$ cat src/rtl/adc_uart_framer_pkg.sv
// adc_uart_framer_pkg: framer state encoding, default sync byte and header packing
package adc_uart_framer_pkg;
  typedef enum logic [2:0] {S_IDLE, S_RD, S_LATCH, S_SEND, S_WAIT, S_DONE} state_e;
  localparam logic [7:0] SYNC_DEFAULT = 8'hA5;
  function automatic logic [7:0] hdr_byte(logic [3:0] seq, logic [3:0] ch);
    return {seq, ch};
  endfunction
endpackage

$ cat src/rtl/adc_uart_framer_rr_arbiter.sv
// rr_arbiter: grants the first requester after the last-grant pointer, circularly
module rr_arbiter #(
  parameter int N = 2,
  localparam int IW = N > 1 ? $clog2(N) : 1
) (
  input  logic [N-1:0]  req_i,
  input  logic [IW-1:0] ptr_i,
  output logic [N-1:0]  gnt_o,
  output logic [IW-1:0] idx_o,
  output logic          any_o
);
  // scan farthest to nearest so the nearest requester after ptr_i wins
  always_comb begin
    gnt_o = '0;
    idx_o = '0;
    for (int i = N; i >= 1; i--) begin
      if (req_i[(int'(ptr_i) + i) % N]) begin
        gnt_o = '0;
        gnt_o[(int'(ptr_i) + i) % N] = 1'b1;
        idx_o = IW'((int'(ptr_i) + i) % N);
      end
    end
  end
  assign any_o = |req_i;
endmodule

$ cat src/rtl/adc_uart_framer.sv
// adc_uart_framer: round-robin drain of per-channel FIFOs into SYNC/header/data UART frames
// Define ADC_UART_FRAMER_CHECKSUM_EN to append an XOR checksum byte to every frame.
module adc_uart_framer import adc_uart_framer_pkg::*; #(
  parameter int          DATA_WIDTH = 13,
  parameter int          CH_NUM     = 2,
  parameter logic [7:0]  SYNC_BYTE  = SYNC_DEFAULT
) (
  input  logic                         clk,
  input  logic                         rst_n,
  input  logic                         en,
  input  logic [CH_NUM-1:0]            ch_fifo_empty_i,
  output logic [CH_NUM-1:0]            ch_fifo_rd_en_o,
  input  logic [CH_NUM*DATA_WIDTH-1:0] ch_fifo_data_i,
  output logic                         tx_start_o,
  output logic [7:0]                   tx_data_o,
  input  logic                         tx_done_i,
  output logic                         busy_o,
  output logic [15:0]                  frame_cnt_o
);
  localparam int NB = (DATA_WIDTH + 7) / 8;
  localparam int SW = NB * 8;
  localparam int IW = CH_NUM > 1 ? $clog2(CH_NUM) : 1;
`ifdef ADC_UART_FRAMER_CHECKSUM_EN
  localparam int NBYTES = NB + 3;
`else
  localparam int NBYTES = NB + 2;
`endif
  localparam int XW = $clog2(NBYTES + 1);
  state_e            state_q;
  logic [IW-1:0]     ch_q, rr_q, gnt_idx;
  logic [CH_NUM-1:0] gnt, rd_en_q;
  logic              any;
  logic [3:0]        seq_q;
  logic [15:0]       frame_cnt_q;
  logic [SW-1:0]     sample_q;
  logic [XW-1:0]     idx_q, idx_d;
  logic [7:0]        hdr, data_byte, byte_d, tx_data_q;
  logic              tx_start_q;
  rr_arbiter #(.N(CH_NUM)) u_arb (
    .req_i(~ch_fifo_empty_i),
    .ptr_i(rr_q),
    .gnt_o(gnt),
    .idx_o(gnt_idx),
    .any_o(any)
  );
  assign hdr       = hdr_byte(seq_q, 4'(ch_q));
  assign idx_d     = idx_q + XW'(1);
  assign data_byte = 8'(sample_q >> (8 * (NB + 1 - int'(idx_d))));
`ifdef ADC_UART_FRAMER_CHECKSUM_EN
  logic [7:0] cks;
  always_comb begin
    cks = hdr;
    for (int b = 0; b < NB; b++) cks = cks ^ sample_q[b*8 +: 8];
  end
  assign byte_d = idx_d == XW'(1) ? hdr : idx_d == XW'(NB + 2) ? cks : data_byte;
`else
  assign byte_d = idx_d == XW'(1) ? hdr : data_byte;
`endif
  // tx byte and strobes are registered on entry to SEND so they are glitch-free
  always_ff @(posedge clk or negedge rst_n) begin
    if (!rst_n) begin
      state_q     <= S_IDLE;
      ch_q        <= '0;
      rr_q        <= IW'(CH_NUM - 1);
      seq_q       <= '0;
      frame_cnt_q <= '0;
      sample_q    <= '0;
      idx_q       <= '0;
      rd_en_q     <= '0;
      tx_start_q  <= 1'b0;
      tx_data_q   <= '0;
    end else begin
      rd_en_q    <= '0;
      tx_start_q <= 1'b0;
      case (state_q)
        S_IDLE: if (en && any) begin
          ch_q    <= gnt_idx;
          rd_en_q <= gnt;
          state_q <= S_RD;
        end
        S_RD: state_q <= S_LATCH;
        S_LATCH: begin
          sample_q   <= SW'(ch_fifo_data_i[int'(ch_q)*DATA_WIDTH +: DATA_WIDTH]);
          idx_q      <= '0;
          tx_start_q <= 1'b1;
          tx_data_q  <= SYNC_BYTE;
          state_q    <= S_SEND;
        end
        S_SEND: state_q <= S_WAIT;
        S_WAIT: if (tx_done_i) begin
          idx_q <= idx_d;
          if (idx_d == XW'(NBYTES)) state_q <= S_DONE;
          else begin
            tx_start_q <= 1'b1;
            tx_data_q  <= byte_d;
            state_q    <= S_SEND;
          end
        end
        S_DONE: begin
          frame_cnt_q <= frame_cnt_q + 16'd1;
          seq_q       <= seq_q + 4'd1;
          rr_q        <= ch_q;
          state_q     <= S_IDLE;
        end
        default: state_q <= S_IDLE;
      endcase
    end
  end
  assign ch_fifo_rd_en_o = rd_en_q;
  assign tx_start_o      = tx_start_q;
  assign tx_data_o       = tx_data_q;
  assign busy_o          = state_q != S_IDLE;
  assign frame_cnt_o     = frame_cnt_q;
endmodule

$ cat config.mk
export PLATFORM = sky130hd
export DESIGN_NAME = adc_uart_framer
export DESIGN_NICKNAME = d
export VERILOG_FILES = /design/src/rtl/adc_uart_framer_pkg.sv /design/src/rtl/adc_uart_framer_rr_arbiter.sv /design/src/rtl/adc_uart_framer.sv
export SDC_FILE = /design/constraint.sdc
export NUM_CORES = 1
export LEC_CHECK = 0
export ABC_AREA = 1
export CORE_ASPECT_RATIO = 0.5
export CORE_MARGIN = 8
export CORE_UTILIZATION = 54
export DETAILED_ROUTE_END_ITERATION = 10
export GPL_TIMING_DRIVEN = 1
export PLACE_DENSITY_LB_ADDON = 0.3
export SLEW_MARGIN = 20
export SYNTH_ARGS = -nofsm -noshare
export SYNTH_HDL_FRONTEND = slang
export SYNTH_SLANG_ARGS = --single-unit
$ cat constraint.sdc
create_clock -name clk -period 2.7 [get_ports clk]
set_clock_uncertainty 0.05 [all_clocks]
set_input_delay 0.54 -clock clk [delete_from_list [all_inputs] [get_ports clk]]
set_output_delay 0.54 -clock clk [all_outputs]
set_load 0.02 [all_outputs]
---- After elaboration in Yosys (flattened, before gate mapping) ----
Index checks and enable logic that the tools add are counted.
storage, ports and cells
  bits in registers ....................... 52
  bits of input ports ..................... 32
cells by class
  add/sub/neg operators ................... 6
  multipliers ............................. 1
  magnitude comparators ................... 4
  equal/unequal tests ..................... 10
  shift-type cells ........................ 2
  mux-type cells .......................... 29
  bitwise gates (word level) .............. 3
  reductions and logical operators ........ 11
operators by type and width
  operator                                              count
  right shift 13 x 32 -> 8 bit                          1
  indexed part select 26 x 6 -> 13 bit                  1
  two-way mux 8 bit                                     3
  adder 16 x 1 -> 16 bit (second input constant)        1
  case mux 8 bit (2 select lines)                       1
  case mux 3 bit (5 select lines)                       1
  two-way mux 1 bit                                     12
  two-way mux 3 bit                                     4
  equality test 3 bit (second input constant)           3
  two-way mux 2 bit                                     4
  equality test 3 x 1 -> 1 bit (second input constant)  2
  equality test 3 x 2 -> 1 bit (second input constant)  2
  < comparator 2 x 3 -> 1 bit (second input constant)   2
  != test 2 bit (second input constant)                 3
  case mux 3 bit (2 select lines)                       1
  AND reduction 2 bit                                   3
  multiplier 1 x 4 -> 5 bit (second input constant)     1
  adder 4 x 1 -> 4 bit (second input constant)          1
  >= comparator 2 x 1 -> 1 bit (second input constant)  2
  subtractor 2 x 3 -> 4 bit (first input constant)      1
  adder 3 x 1 -> 3 bit (second input constant)          1
  logical AND 1 bit                                     3
  zero test 3 bit                                       1
  AND reduction 3 bit                                   1
  8 further kinds                                       11

---- Depth between registers and ports, before layout ----
  depth after elaboration ................. 10
  mapped depth ............................ 10
  depth with buffers taken out ............ 10

---- Hierarchy ----
A second synthesis with hierarchy kept.
unflattened totals
  cells, all modules ...................... 318
  area, all modules ....................... 2621.3 um2
modules (own cells, without submodules)
  module           times used  cells each  area each (um2)  seq. area each (um2)
  adc_uart_framer  1           311         2587.5           1302.5
  rr_arbiter       1           7           33.8             0.0

---- Worst setup path before layout ----
Ideal clock, no wire load.
  kind .................................... reg2reg
  start point ............................. reg idx_q[0]
  end point ............................... reg tx_data_q[6] (netlist: tx_data_o[6])
  setup time .............................. 65 ps
  arrival ................................. 1490 ps
  data required time ...................... 2585 ps
  setup slack ............................. 1095 ps
  stages on the path, launching flop included .. 10
  buffers on the path ..................... 1
  period minus slack after synthesis ...... 1605 ps
  cells stage by stage .................... dfrtp_1 clkbuf_1 inv_1 ha_1 inv_1 nor2_1 nand3_1 a21oi_1 nand2_1 nand2_1
on the way
  longest elaborated chain between the ends .. 7
ends and longest elaborated chain
  element                          line                   text
  from (decl)                      adc_uart_framer.sv:36  logic [XW-1:0] idx_q, idx_d;
  from (signal assigned)           adc_uart_framer.sv:91  idx_q <= idx_d;
  adder 3 x 1 -> 3 bit (*)         adc_uart_framer.sv:47  assign idx_d = idx_q + XW'(1);
  subtractor 2 x 3 -> 4 bit        adc_uart_framer.sv:48  assign data_byte = 8'(sample_q >> (8 * (NB + 1 - int'(idx_d))));
  right shift 13 x 32 -> 8 bit     adc_uart_framer.sv:48
  two-way mux 8 bit                adc_uart_framer.sv:57  assign byte_d = idx_d == XW'(1) ? hdr : data_byte;
  two-way mux 8 bit                adc_uart_framer.sv:92  if (idx_d == XW'(NBYTES)) state_q <= S_DONE;
  two-way mux 8 bit                adc_uart_framer.sv:90  S_WAIT: if (tx_done_i) begin
  case mux 8 bit (2 select lines)  adc_uart_framer.sv:75  case (state_q)
  to (signal assigned)             adc_uart_framer.sv:95  tx_data_q <= byte_d;
  to (decl)                        adc_uart_framer.sv:37  logic [7:0] hdr, data_byte, byte_d, tx_data_q;
Mark *: on every way between the ends. The rest lies on a longest branch, timed or not. The select of a mux whose other input is x is not followed.
A chain may end at the register's enable or synchronous reset.

---- Worst setup path in the final report ----
  start point ............................. reg state_q[2]
  end point ............................... out busy_o
on the way
  longest elaborated chain between the ends .. 1
ends and longest elaborated chain
  element                 line                    text
  from (decl)             adc_uart_framer.sv:29   state_e state_q;
  from (signal assigned)  adc_uart_framer.sv:62   state_q <= S_IDLE;
  from (signal assigned)  adc_uart_framer.sv:79   state_q <= S_RD;
  from (signal assigned)  adc_uart_framer.sv:81   S_RD: state_q <= S_LATCH;
  nonzero test 3 bit      adc_uart_framer.sv:112  assign busy_o = state_q != S_IDLE;
  to (decl)               adc_uart_framer.sv:17   output logic busy_o,
No other way between the ends.

==> metrics.yaml <==
layout:
  fin_nets: 407
  diodes: 0
  drive_gt1_share_pct: 7.28
  syn2layout_area_growth_pct: 30.4
synth:
  synth_cells: 308
  syn_avg_cell_area_sq_um: 8.39
  syn_nets: 345
  synth_seq_cells: 52
  yosys_most_used_dff: "dfrtp_1"
  synthDistinctLibCells: 34
  synth_edf_count: 0
  yosys_warnings: 0
  synth-seq-area-share_pct: 50.4
  postSynth.asyncResetShare_pct: 100
  synth_area_sq_um: 2580
route:
  routed_wl_um: 5980
  routedWlPerCell_um: 13.7
  drc: 0
  vias: 2240
  ant_nets: 0
  drt_iter0_drc: 116
  dr.pass1.iters: 4
  drt-vias-per-instance: 5.13
worst_setup_path:
  critPathLaunch: "state_q[2]$_DFFE_PN0P_"
  path_cells: "inv_2 > nand2_1 > clkdlybuf4s50_1"
  crit_slowest_cell: "clkdlybuf4s50_1"
  required_ps: 2110
  crit_end: "busy_o"
  r2r_slack_ps: 790
  reg2regPathDepth: 10
  critPathKind: "reg -> out"
  r2r-end: "tx_data_o[7]$_DFFE_PN0P_"
  worst_ep_arrival_time_ps: 1600
  crit-reg2reg-launch: "idx_q[0]$_DFFE_PN0P_"
  cp-end-kind: "output port"
  cp_slowest_stage_delay_ps: 610
  cp-start-kind: "flip-flop"
  cp_max_fo: 6
global_routing:
  grt-ovfl-total: 0
  grt_pass1_wl_um: 10000
  antenna_found_initial: 0
  grt_pass1_vias: 2239
  grt_max_degree: 45
  grtUsageTotal_pct: 16.3
power:
  p_total_uw: 2890
  ir_drop_v: 0.000440
  leakage_uw: 0.00159
  power.density_nw_per_um2: 858
clocking:
  clkSinkCount: 52
  hold_buffers: 0
  worstSkewPairLatency_ps: 300
  ctsLongestPathBuffers: 2
  cts_resized: 0
  post_cts_buffers: 0
  htree_levels: 2
  clockRootBuffer: "clkbuf_8"
  cts_tree: "yes"
  clk_pin_slew_ps: 90
  cts-buffers-inserted: 5
run_status:
  status: "finished, final reports clean"
sta:
  rsz0062_at_grt: "false"
  fin_setup_tns_ps: 0
  period_share_pct: 81.2
  setup_viol: 0
  hold_violations: 0
  tightest_slew_ps: 501
  slew_violations: 0
  max_slew_margin_pct: 66.6
  clock.fmax_mhz: 456
  finalCriticalPeriod_ps: 2190
placed_design:
  dpl.hpwl_um: 4590
  gp_congestion: 0.917
  port_buffers: 59
die:
  io_pins: 60
  start_util_pct: 57.3
  coreArea_sq_um: 4510
  dieArea_sq_um: 7390
  die_x_um: 114
  die_y_um: 64.9
  num_rows: 17
hold_path:
  min_path_type: "in -> async"
run:
  drv_cap: 0
worst min path at each step:
stage	slack [ps]	startpoint	endpoint
after floorplan	190	rst_n	ch_fifo_rd_en_o[0]$_DFF_PN0_
after global placement	410	tx_data_o[6]$_DFFE_PN0P_	tx_data_o[6]$_DFFE_PN0P_
after detailed placement	420	tx_data_o[6]$_DFFE_PN0P_	tx_data_o[6]$_DFFE_PN0P_
after CTS	360	rst_n	frame_cnt_o[11]$_DFFE_PN0N_
after global routing	40	rst_n	frame_cnt_o[11]$_DFFE_PN0N_
final	50	rst_n	frame_cnt_o[9]$_DFFE_PN0N_
flip-flops by register name, summed over array words and instances (netlist names):
register,flops
frame_cnt_o,16
sample_q,13
tx_data_o,8
seq_q,4
idx_q,3
state_q,3
ch_fifo_rd_en_o,2
ch_q,1
rr_q,1
tx_start_o,1
layout make-up:
type | count | area, sq um
Fill cell | 356 | 1140
Clock inverter | 2 | 38.8
Multi-Input combinational cell | 221 | 1140
Inverter | 28 | 105
Clock buffer | 6 | 82.6
Tap cell | 66 | 82.6
Sequential cell | 52 | 1300
Timing Repair Buffer | 62 | 621
cell usage after synthesis (2+ instances only):
master | n | area (sq um)
clkbuf_1 | 3 | 11.3
nand3_1 | 16 | 80.1
nor3_1 | 2 | 10.0
nor2_1 | 46 | 173
a21oi_1 | 6 | 30.0
o21ai_2 | 2 | 17.5
xor2_1 | 9 | 78.8
buf_2 | 2 | 10.0
nand2_2 | 3 | 18.8
nand4_1 | 5 | 31.3
mux2_2 | 2 | 22.5
inv_2 | 2 | 7.51
xnor2_1 | 5 | 43.8
nand2_1 | 86 | 323
nand3b_1 | 2 | 15.0
o31ai_1 | 13 | 97.6
inv_1 | 26 | 97.6
o21ai_0 | 7 | 35.0
dfrtp_1 | 51 | 1280
nor2_4 | 2 | 22.5
ha_1 | 5 | 62.6
through the flow:
step | cell area [sq um] | worst slack, ps | util [%] | instances | hold WS, ps
after floorplan | 2580 | 1090 | - | 308 | 194
after global placement | 3230 | 856 | 71.6 | 428 | 412
after detailed placement | 3230 | 835 | 71.6 | 428 | 417
after CTS | 3350 | 497 | 74.3 | 436 | 361
after global routing | 3370 | 419 | 74.7 | 437 | 44.6
final | 3370 | 508 | 74.7 | 437 | 49.7
power by group:
group	leakage [uW]	switching [uW]	internal, uW
Clock	0.0000614	256	303
Sequential	0.000674	214	1020
Combinational	0.000858	642	457
logic make-up (layout without fill, tap and decap cells):
family          Yosys count  count (layout)  synth area share, %
buf+inv                  35              98                 5.62
flops                    52              52                 50.4
simple gates            167             167                 27.7
fa+ha+maj                 5               5                 2.42
compound gates           33              33                 8.28
xor+xnor                 14              14                 4.75
mux                       2               2                0.872
worst max-delay path: cells and delay by family, from the launching register on:
kind                   cells  cell delay (ps)
buffers and inverters      2              710
DFF                        1              480
and+or+nand+nor            1              110
placed cells by master (no fill, tap or decap), types with 3 or more instances in the layout:
master,n
nor2_1,46
nand4_1,5
xor2_1,9
a21oi_1,6
xnor2_1,5
nand2_1,86
inv_1,26
dfrtp_1,51
ha_1,5
clkdlybuf4s50_1,58
clkbuf_8,6
nand2_2,3
nand3_1,16
o31ai_1,13
o21ai_0,7
routing by layer:
layer | track usage [%] | wire (um)
met2 | 28.7 | 2840
met1 | 18.9 | 2670
met4 | 4.43 | 46
met3 | 5.17 | 424
met5 | 0 | 0
Note: power is estimated with default switching activity, not from simulation.
